File: config.mk
export PLATFORM = sky130hd
export DESIGN_NAME = otn_demapper
export DESIGN_NICKNAME = d
export VERILOG_FILES = /design/src/rtl/otn_demapper.sv
export SDC_FILE = /design/constraint.sdc
export NUM_CORES = 1
export LEC_CHECK = 0
export CAP_MARGIN = 15
export CORE_MARGIN = 2
export CORE_UTILIZATION = 57
export CTS_CLUSTER_SIZE = 28
export DETAILED_ROUTE_END_ITERATION = 10
export PLACE_DENSITY = 0.79
export RECOVER_POWER = 25
export SLEW_MARGIN = 40
export SYNTH_ARGS = -nofsm -noshare
export SYNTH_HDL_FRONTEND = slang
export SYNTH_SLANG_ARGS = --single-unit
File: constraint.sdc
create_clock -name i_clk -period 2.5 [get_ports i_clk]
set_input_delay 0.375 -clock i_clk [delete_from_list [all_inputs] [get_ports i_clk]]
set_output_delay 0.375 -clock i_clk [all_outputs]
set_load 0.01 [all_outputs]
File: src/rtl/otn_demapper.sv
// otn_demapper: FAS hunt/presync/sync framer with payload extraction, CRC-8 check and ARQ ack
module otn_demapper #(
  parameter int         PYLD_LEN    = 32,
  parameter logic [7:0] FAS0        = 8'hF6,
  parameter logic [7:0] FAS1        = 8'h28,
  parameter int         SYNC_FRAMES = 2,
  parameter int         LOSS_FRAMES = 3
) (
  input  logic       i_clk,
  input  logic       i_rst_n,
  input  logic [7:0] i_frame_data,
  input  logic       i_frame_data_valid,
  input  logic       i_arq_en,
  output logic [7:0] o_pyld_data,
  output logic       o_pyld_data_valid,
  output logic       o_frame_done,
  output logic       o_crc_ok,
  output logic       o_ack,
  output logic       o_lock,
  output logic [7:0] o_crc_err_cnt
);
  localparam int         L  = PYLD_LEN + 3;
  localparam int         PW = $clog2(L);
  localparam logic [7:0] SF = 8'(SYNC_FRAMES);
  localparam logic [7:0] LF = 8'(LOSS_FRAMES);
  typedef enum logic [1:0] {HUNT, PRESYNC, SYNC} state_t;
  state_t        state_q;
  logic [PW-1:0] pos_q;
  logic [7:0]    prev_q, good_q, miss_q, crc_q, crc_d;
  logic          fas_hit, at_fas1, is_pay, is_crc, crc_good;
  assign fas_hit  = prev_q == FAS0 && i_frame_data == FAS1;
  assign at_fas1  = pos_q == PW'(1);
  assign is_pay   = pos_q >= PW'(2) && pos_q <= PW'(PYLD_LEN + 1);
  assign is_crc   = pos_q == PW'(L - 1);
  assign crc_good = crc_q == i_frame_data;
  // bytewise CRC-8 (poly 0x07, MSB first) of the accumulator with the incoming byte
  always_comb begin
    crc_d = crc_q ^ i_frame_data;
    for (int b = 0; b < 8; b++) crc_d = crc_d[7] ? {crc_d[6:0], 1'b0} ^ 8'h07 : {crc_d[6:0], 1'b0};
  end
  // framing FSM, position/CRC tracking and registered client/ack outputs
  always_ff @(posedge i_clk) begin
    if (!i_rst_n) begin
      state_q           <= HUNT;
      pos_q             <= '0;
      prev_q            <= '0;
      good_q            <= '0;
      miss_q            <= '0;
      crc_q             <= '0;
      o_pyld_data       <= '0;
      o_pyld_data_valid <= 1'b0;
      o_frame_done      <= 1'b0;
      o_crc_ok          <= 1'b0;
      o_ack             <= 1'b0;
      o_lock            <= 1'b0;
      o_crc_err_cnt     <= '0;
    end else begin
      o_pyld_data_valid <= 1'b0;
      o_frame_done      <= 1'b0;
      o_ack             <= 1'b0;
      if (i_frame_data_valid) begin
        prev_q <= i_frame_data;
        pos_q  <= is_crc ? '0 : pos_q + 1'b1;
        crc_q  <= is_pay ? crc_d : '0;
        case (state_q)
          HUNT: if (fas_hit) begin
            pos_q   <= PW'(2);
            crc_q   <= '0;
            good_q  <= 8'd1;
            miss_q  <= '0;
            state_q <= SF == 8'd1 ? SYNC : PRESYNC;
            o_lock  <= SF == 8'd1;
          end
          PRESYNC: if (at_fas1) begin
            good_q  <= good_q + 8'd1;
            state_q <= !fas_hit ? HUNT : (good_q + 8'd1 >= SF ? SYNC : PRESYNC);
            o_lock  <= fas_hit && good_q + 8'd1 >= SF;
            miss_q  <= '0;
          end
          SYNC: if (at_fas1) begin
            miss_q  <= fas_hit ? '0 : miss_q + 8'd1;
            state_q <= !fas_hit && miss_q + 8'd1 >= LF ? HUNT : SYNC;
            o_lock  <= fas_hit || miss_q + 8'd1 < LF;
          end
          default: state_q <= HUNT;
        endcase
        if (o_lock && is_pay) begin
          o_pyld_data_valid <= 1'b1;
          o_pyld_data       <= i_frame_data;
        end
        if (o_lock && is_crc) begin
          o_frame_done <= 1'b1;
          o_crc_ok     <= crc_good;
          o_ack        <= crc_good && i_arq_en;
          if (!crc_good && o_crc_err_cnt != 8'hFF) o_crc_err_cnt <= o_crc_err_cnt + 8'd1;
        end
      end
    end
  end
endmodule

# Word-level counts from Yosys, hierarchy flattened
# Cells that the tools add are included.
# op_classes
add_sub_neg	4
order_cmp	5
eq_ne	11
mux	35
n_bitwise	9
n_reduce_logical	22
# ops
op	count
2-to-1 mux 8 bit	9
adder 8 x 1 -> 8 bit (second input constant)	3
2-to-1 mux 3 bit	8
NOT 3 bit	8
case mux 8 bit (3 select lines)	1
2-to-1 mux 6 bit	3
greater-or-equal comparator 8 x 2 -> 1 bit (second input constant)	2
case mux 8 bit (2 select lines)	1
2-to-1 mux 2 bit	6
== test 8 x 6 -> 1 bit (second input constant)	1
== test 8 bit	1
== test 8 bit (second input constant)	1
logical AND 1 bit	8
< comparator 8 x 2 -> 1 bit (second input constant)	1
!= test 8 bit (second input constant)	1
AND reduction 4 bit	2
XOR 8 bit	1
adder 6 x 1 -> 6 bit (second input constant)	1
== test 6 x 1 -> 1 bit (second input constant)	1
== test 6 bit (second input constant)	1
greater-or-equal comparator 6 x 2 -> 1 bit (second input constant)	1
less-or-equal comparator 6 bit (second input constant)	1
!= test 2 bit (second input constant)	3
case mux 2 bit (3 select lines)	1
other kinds (12)	20
# word_totals
register_bits	61
input_bits	12
word_cells	99

# Logic depth before layout (Yosys ltp)
# Gate-level depths: netlist (run 1).
# logic_depth
word_depth	20
ltp_mapped	9

# Worst setup path before layout (run 1)
# No wires, ideal clock.
# synth_path
kind	input to register
from	input i_frame_data[1]
to	register crc_q[2]
t_arrival_ns	1.983
slack_ns	0.401
cell_stages	6
n_path_buf	1
path_cell_list	or4b_4 > or4_4 > buf_6 > o2111ai_4 > nor3_1 > a31o_1
# synth_via
elab_chain_len	9
# synth_lines
element	line_no	source
start: declaration	11	input logic [7:0] i_frame_data,
XOR 8 bit	38	crc_d = crc_q ^ i_frame_data;
NOT 3 bit (no source line)	--	
2-to-1 mux 3 bit (2 in series)	39	for (int b = 0; b < 8; b++) crc_d = crc_d[7] ? {crc_d[6:0], 1'b0} ^ 8'h07 : {crc_d[6:0], 1'b0};
NOT 3 bit (no source line)	--	
2-to-1 mux 3 bit	39	
2-to-1 mux 8 bit	64	crc_q <= is_pay ? crc_d : '0;
2-to-1 mux 8 bit	66	HUNT: if (fas_hit) begin
2-to-1 mux 8 bit *	65	case (state_q)
end signal: assignment	64	
end: declaration	29	logic [7:0] prev_q, good_q, miss_q, crc_q, crc_d;
# Every way passes the cells marked *; elsewhere a longest branch is shown, timed or not.
# A chain may end at the register's enable or synchronous reset.

# Worst setup path after layout (run 1)
# layout_path
from	input i_frame_data[6]
to	register o_crc_err_cnt[5]
# layout_via
elab_chain_len	4
# layout_lines
element	line_no	source
== test 8 bit	35	assign crc_good = crc_q == i_frame_data;
zero test 1 bit	95	if (!crc_good && o_crc_err_cnt != 8'hFF) o_crc_err_cnt <= o_crc_err_cnt + 8'd1;
logical AND 1 bit	95	
AND reduction 3 bit (no source line)	--	
end signal: assignment	95	
end: declaration	20	output logic [7:0] o_crc_err_cnt
# Every way passes these cells.

==> out/summary.txt, run 1 <==
Status - complete, no violations
Internal power - 0.00192 W
Critical path peak fanout - 7
Fin nets - 480
Mean routed wirelength per cell - 16.4 um
Largest family of logic cells by synthesized area - simple AND/OR/NAND/NOR gates
Area grow syn2layout - 25.2%
Total GRT Usage - 0.270
Post-synth net total - 421
Max transition margin - 0.619
Critical Path Slowest Stage Cell - clkdlybuf4s50_1
Drt drc - 0
Dpl ws - -0.110 ns
Global-route wire length before repair - 14.0 mm
CTS max path bufs - 2
Iteration-0 DRC Markers - 322
Fin crit share - 0.919
Min Hold Slack - 0.491 ns
H-tree levels - 3
Synth top cells by count - dfxtp_1 (61), nor2_1 (46), mux2i_1 (22), xnor2_1 (22), nand3_1 (19)
Remaining global-route overflow - 0
Register area share after synthesis - 0.350
Fmax - 435 MHz
Sw Share - 0.241
Compound-Gate Fraction of Synth Area - 0.156
Setup bufs post-CTS - 0
Cell with the most instances after synthesis - dfxtp_1
Mapped Area - 3490 um2
Buf/Inv on CP - 3
Area of the die - 6770 um2
Flop pwr share - 0.401
Clock power frac - 0.481
Die height - 82.3 um
DR pass1 iterations - 5
Root Driver - clkbuf_8
Number of inserted diodes - 0
Row cnt - 28
Leading area contributor after synthesis - dfxtp_1
CP top delay family - buffers and inverters
Peak supply drop - 0.623 mV
Routability congestion estimate - 0.810
Ys flop type - dfxtp_1
Mux contribution to synthesized area - 0.0663
Combinational power share - 0.118
CTS tree - done
Fill cells - 413
Post-CTS Resized - 0
Final worst slack - 0.203 ns
Share of the synthesized area in the top cell type - 0.350
Via-per-instance ratio - 5.97
Vias in the first global route - 3,026
Clk sink count - 61
CP required - 2.78 ns
Cell mode on critical path - and3_1
Max cap viols - 0
Setup crit end kind - flop
Hold WC Path Type - reg2reg
Worst Clk Skew - 0.0166 ns
Critical path depth in cells - 10
Slew Limit Fails - 0
Sw Pwr - 0.000610 W
Tmin final - 2.30 ns
Clk_lat worst skew - 0.35 ns
Routed Antenna Nets - 0
Final setup TNS - 0 ns
Fin. Hold Viols - 0
Number of enable flip-flop cells after synthesis - 0
Routed WL - 8.68 mm
CP max stage delay - 0.54 ns
Initial antenna violation count - 0
RSZ-0062 raised after global routing - false
Post-Synth XOR/XNOR Area - 0.0842
Die W - 82.3 um
Synth Warn # - 0
Initial core utilization - 0.590
Port bufs - 32
Leakage - 1.82 nW
Yosys reg bits - 61
Final Util - 0.738
Mapped Avg Cell Area - 8.93 um2
Clk slew on worst S/H paths - 0.08 ns
Setup crit start kind - input pin
Asr flop ratio synth - 0
Top-Level Pins - 33
Simple-gate area share of the yosys netlist - 0.236
Dpl hpwl - 5.89 mm
Critical path type - in2reg
Hold path depth - 2
Hold_buf cts - 0
Yosys cell types - 58
# setup viols final - 0
Least-Margin Pin Slew - 0.567 ns
WP data arrival - 2.58 ns
Cells after Synth - 391
Share of cells above drive strength 1 - 0.132
CP Cell Sequence - clkdlybuf4s50_1, xor2_1, inv_1, ha_1, and3_1, and3_1, nor4_2, buf_4, nand3_1, a21oi_1
Pwr dens - 578 nW/um2
Register-to-Register Path Depth - 5
Vias after detailed routing - 3,162
Pin count of the biggest net entering global routing - 40
CTS Buf Count - 9
Area contributors post-synth - dfxtp_1 (35%), ha_1 (6.5%), mux2i_1 (6.3%)
Adder-cell share of the synthesized area - 0.0645
Core area - 5920 um2
power groups by stage:
stage | Combinational [W] | Sequential [W] | Clock [W]
global placement | 0.000281 | 0.00103 | 0
global route | 0.000325 | 0.00102 | 0.00126
finish | 0.000299 | 0.00101 | 0.00122
floorplan | 0.000191 | 0.00103 | 0
CTS | 0.000298 | 0.00101 | 0.00121
detailed placement | 0.000292 | 0.00103 | 0
per-stage QoR:
stage / std cells / instance area, um2 / power [W]
3_3_place_gp: 514 / 4100 / 0.00131
6_report: 530 / 4370 / 0.00253
3_5_place_dp: 514 / 4100 / 0.00133
2_1_floorplan: 391 / 3490 / 0.00122
5_1_grt: 530 / 4370 / 0.00260
4_1_cts: 530 / 4370 / 0.00252
path summary, 6_finish.rpt:
path / from / end / slack (ns)
min reg2reg: prev_q[2] / prev_q[2] / 0.49
min: prev_q[2] / prev_q[2] / 0.49
max reg2reg: good_q[0] / o_lock / 0.25
max: i_frame_data[6] / o_crc_err_cnt[5] / 0.20
cell type report:
type / count / area [um2] / area share
Multi-Input combinational cell: 293 / 2120 / 0.485
Timing Repair Buffer: 68 / 603 / 0.138
Tap cell: 75 / 93.8 / 0.0215
Sequential cell: 61 / 1220 / 0.279
Clock buffer: 9 / 124 / 0.0283
Clock inverter: 7 / 146 / 0.0335
Inverter: 17 / 63.8 / 0.0146
flip-flops by register name, indices dropped and copies added, names as in the netlist:
signal and count:
o_frame_done 1, o_ack 1, pos_q 6, state_q 2, o_pyld_data 8, good_q 8
o_crc_err_cnt 8, miss_q 8, o_crc_ok 1, o_pyld_data_valid 1, crc_q 8, prev_q 8
o_lock 1
cell families after synthesis:
group                    after synthesis
AO/OA/AOI/OAI                         67
XOR/XNOR                              32
adder cells (fa/ha/maj)               18
buffers and inverters                 37
flip-flops                            61
multiplexers                          23
AND/OR/NAND/NOR                      153
cells in the final DEF, fill, tap and decap left out, types with 7 or more instances in the layout:
master and n:
and2_1 12, and3_1 9, buf_4 35, clkbuf_8 9, clkdlybuf4s50_1 20, dfxtp_1 61, dlygate4sd3_1 12, ha_1 18
inv_1 16, mux2i_1 22, nand2_1 16, nand3_1 19, nand4_1 14, nor2_1 46, nor3_1 11, nor4_1 7
o21a_1 7, o2bb2ai_1 9, xnor2_1 22, xor2_1 9
tightest hold or removal path: stages, from the launching register on:
cell	delay (ns)
dfxtp_1	0.32
mux2i_1	0.06
nor2_1	0.07
routing by layer:
metal,track usage,share of wire,up-vias
met5,0,0,-
met4,0.0983,0.020,0
met2,0.444,0.49,96
li1,-,-,1533
met3,0.0598,0.047,16
met1,0.346,0.45,1517
No activity file was read; power rests on OpenSTA's default activity.
==> inputs of run 2 (changes only) <==
--- a/config.mk
+++ b/config.mk
@@ -10,7 +10,7 @@
 export CORE_UTILIZATION = 57
 export CTS_CLUSTER_SIZE = 28
 export DETAILED_ROUTE_END_ITERATION = 10
-export PLACE_DENSITY = 0.79
+export PLACE_DENSITY_LB_ADDON = 0.15
 export RECOVER_POWER = 25
 export SLEW_MARGIN = 40
 export SYNTH_ARGS = -nofsm -noshare
==> out/summary.txt, run 2 (synthesis results as in run 1) <==
Status - complete, no violations
Area grow syn2layout - 24.0%
Remaining global-route overflow - 0
Via-per-instance ratio - 5.90
Setup crit start kind - input pin
R2r startpoint - good_q[0]
# setup viols final - 0
Most common cell after layout, fill and taps aside - dfxtp_1
Die height - 82.3 um
Least-Margin Pin Slew - 1.04 ns
Clk_lat worst skew - 0.35 ns
Fmax - 439 MHz
Critical path peak fanout - 7
Number of inserted diodes - 0
Top-Level Pins - 33
Reg2reg end - state_q[1]
Register-to-Register Path Depth - 5
Commonest non-fill, non-tap cells in the layout - dfxtp_1 (61), nor2_1 (46), buf_4 (38), xnor2_1 (22), mux2i_1 (22)
DR pass1 iterations - 4
Root Driver - clkbuf_8
Port bufs - 32
Fin nets - 483
H-tree levels - 3
Leakage - 1.80 nW
Pwr Total - 0.00230 W
Row cnt - 28
WP data arrival - 2.47 ns
Total GRT Usage - 0.268
Fin. Hold Viols - 0
Iteration-0 DRC Markers - 153
RSZ-0062 raised after global routing - false
Fill cells - 453
Slew Limit Fails - 0
Global-route wire length before repair - 13.9 mm
Die W - 82.3 um
Routed WL - 8.40 mm
Pin count of the biggest net entering global routing - 24
Peak supply drop - 0.440 mV
Min Hold Slack - 0.494 ns
Final setup TNS - 0 ns
Worst Clk Skew - 0.00900 ns
Critical path type - in2reg
Vias in the first global route - 3,045
CTS Buf Count - 9
Worst Setup SP - i_frame_data[3]
Pwr dens - 531 nW/um2
Routed Antenna Nets - 0
Core area - 5920 um2
Clk sink count - 61
Initial core utilization - 0.590
Tmin final - 2.28 ns
CTS max path bufs - 2
CP Capture Point - o_crc_err_cnt[3]
Dpl hpwl - 6.01 mm
Worst R2R Setup Slack - 0.25 ns
Mean routed wirelength per cell - 15.8 um
Vias after detailed routing - 3,144
Fin crit share - 0.911
Routability congestion estimate - 0.890
Max cap viols - 0
Drt drc - 0
Setup crit end kind - flop
Area of the die - 6770 um2
Final Util - 0.731
CP required - 2.70 ns
Max transition margin - 0.307
Clk slew on worst S/H paths - 0.07 ns
Share of cells above drive strength 1 - 0.135
Hold_buf cts - 0
Post-CTS Resized - 0
Setup bufs post-CTS - 0
CTS tree - done
Initial antenna violation count - 0
Hold WC Path Type - reg2reg
[run 2: cell types whose count changed in the layout (fill, tap and decap cells not counted), moves of 2 or more]
cell and delta:
bufinv_16 -2, clkinv_4 -2, clkinvlp_4 +2, buf_4 +3
[run 2: worst min-delay path by stage]
stage                           to           start  depth (start not counted)
floorplan                prev_q[2]       prev_q[2]                          2
global placement         prev_q[0]       prev_q[0]                          2
detailed placement  o_pyld_data[0]  o_pyld_data[0]                          2
CTS                       o_crc_ok        o_crc_ok                          2
global route              o_crc_ok        o_crc_ok                          2
finish              o_pyld_data[3]  o_pyld_data[3]                          2
[run 2: area by class of cell]
cell class,count,area [um2],share of cell area
Timing Repair Buffer,71,609,0.141
Multi-Input combinational cell,293,2120,0.490
Sequential cell,61,1220,0.282
Clock buffer,9,124,0.0286
Tap cell,75,93.8,0.0217
Clock inverter,7,97.6,0.0225
Inverter,17,63.8,0.0147
[run 2: per-layer routing]
layer,part of all wire,global-route usage
met1,0.44,0.333
met2,0.49,0.439
met3,0.048,0.0533
met4,0.022,0.142
met5,0,0
[run 2: through the flow]
| step | std cells | instance area [um2] | setup slack, ns |
|---|---|---|---|
| floorplan | 391 | 3490 | 0.401 |
| global placement | 517 | 4120 | -0.0663 |
| detailed placement | 517 | 4120 | -0.113 |
| CTS | 533 | 4350 | 0.244 |
| global route | 533 | 4330 | 0.0848 |
| finish | 533 | 4330 | 0.224 |
[run 2: worst max-delay path, cell delays in order]
cell and delay, ns:
clkdlybuf4s50_1 0.55, xor2_1 0.21, inv_1 0.08, ha_1 0.19, and3_1 0.18, and3_1 0.25
nor4_2 0.29, buf_4 0.18, xnor2_1 0.12, nor2_1 0.06
[run 2: where the power goes]
part           leakage [nW]  internal, W  switching (W)
Combinational          1.20     0.000157       0.000144
Sequential            0.494     0.000994      0.0000179
Clock                 0.106     0.000566       0.000420
Total                  1.80      0.00172       0.000582
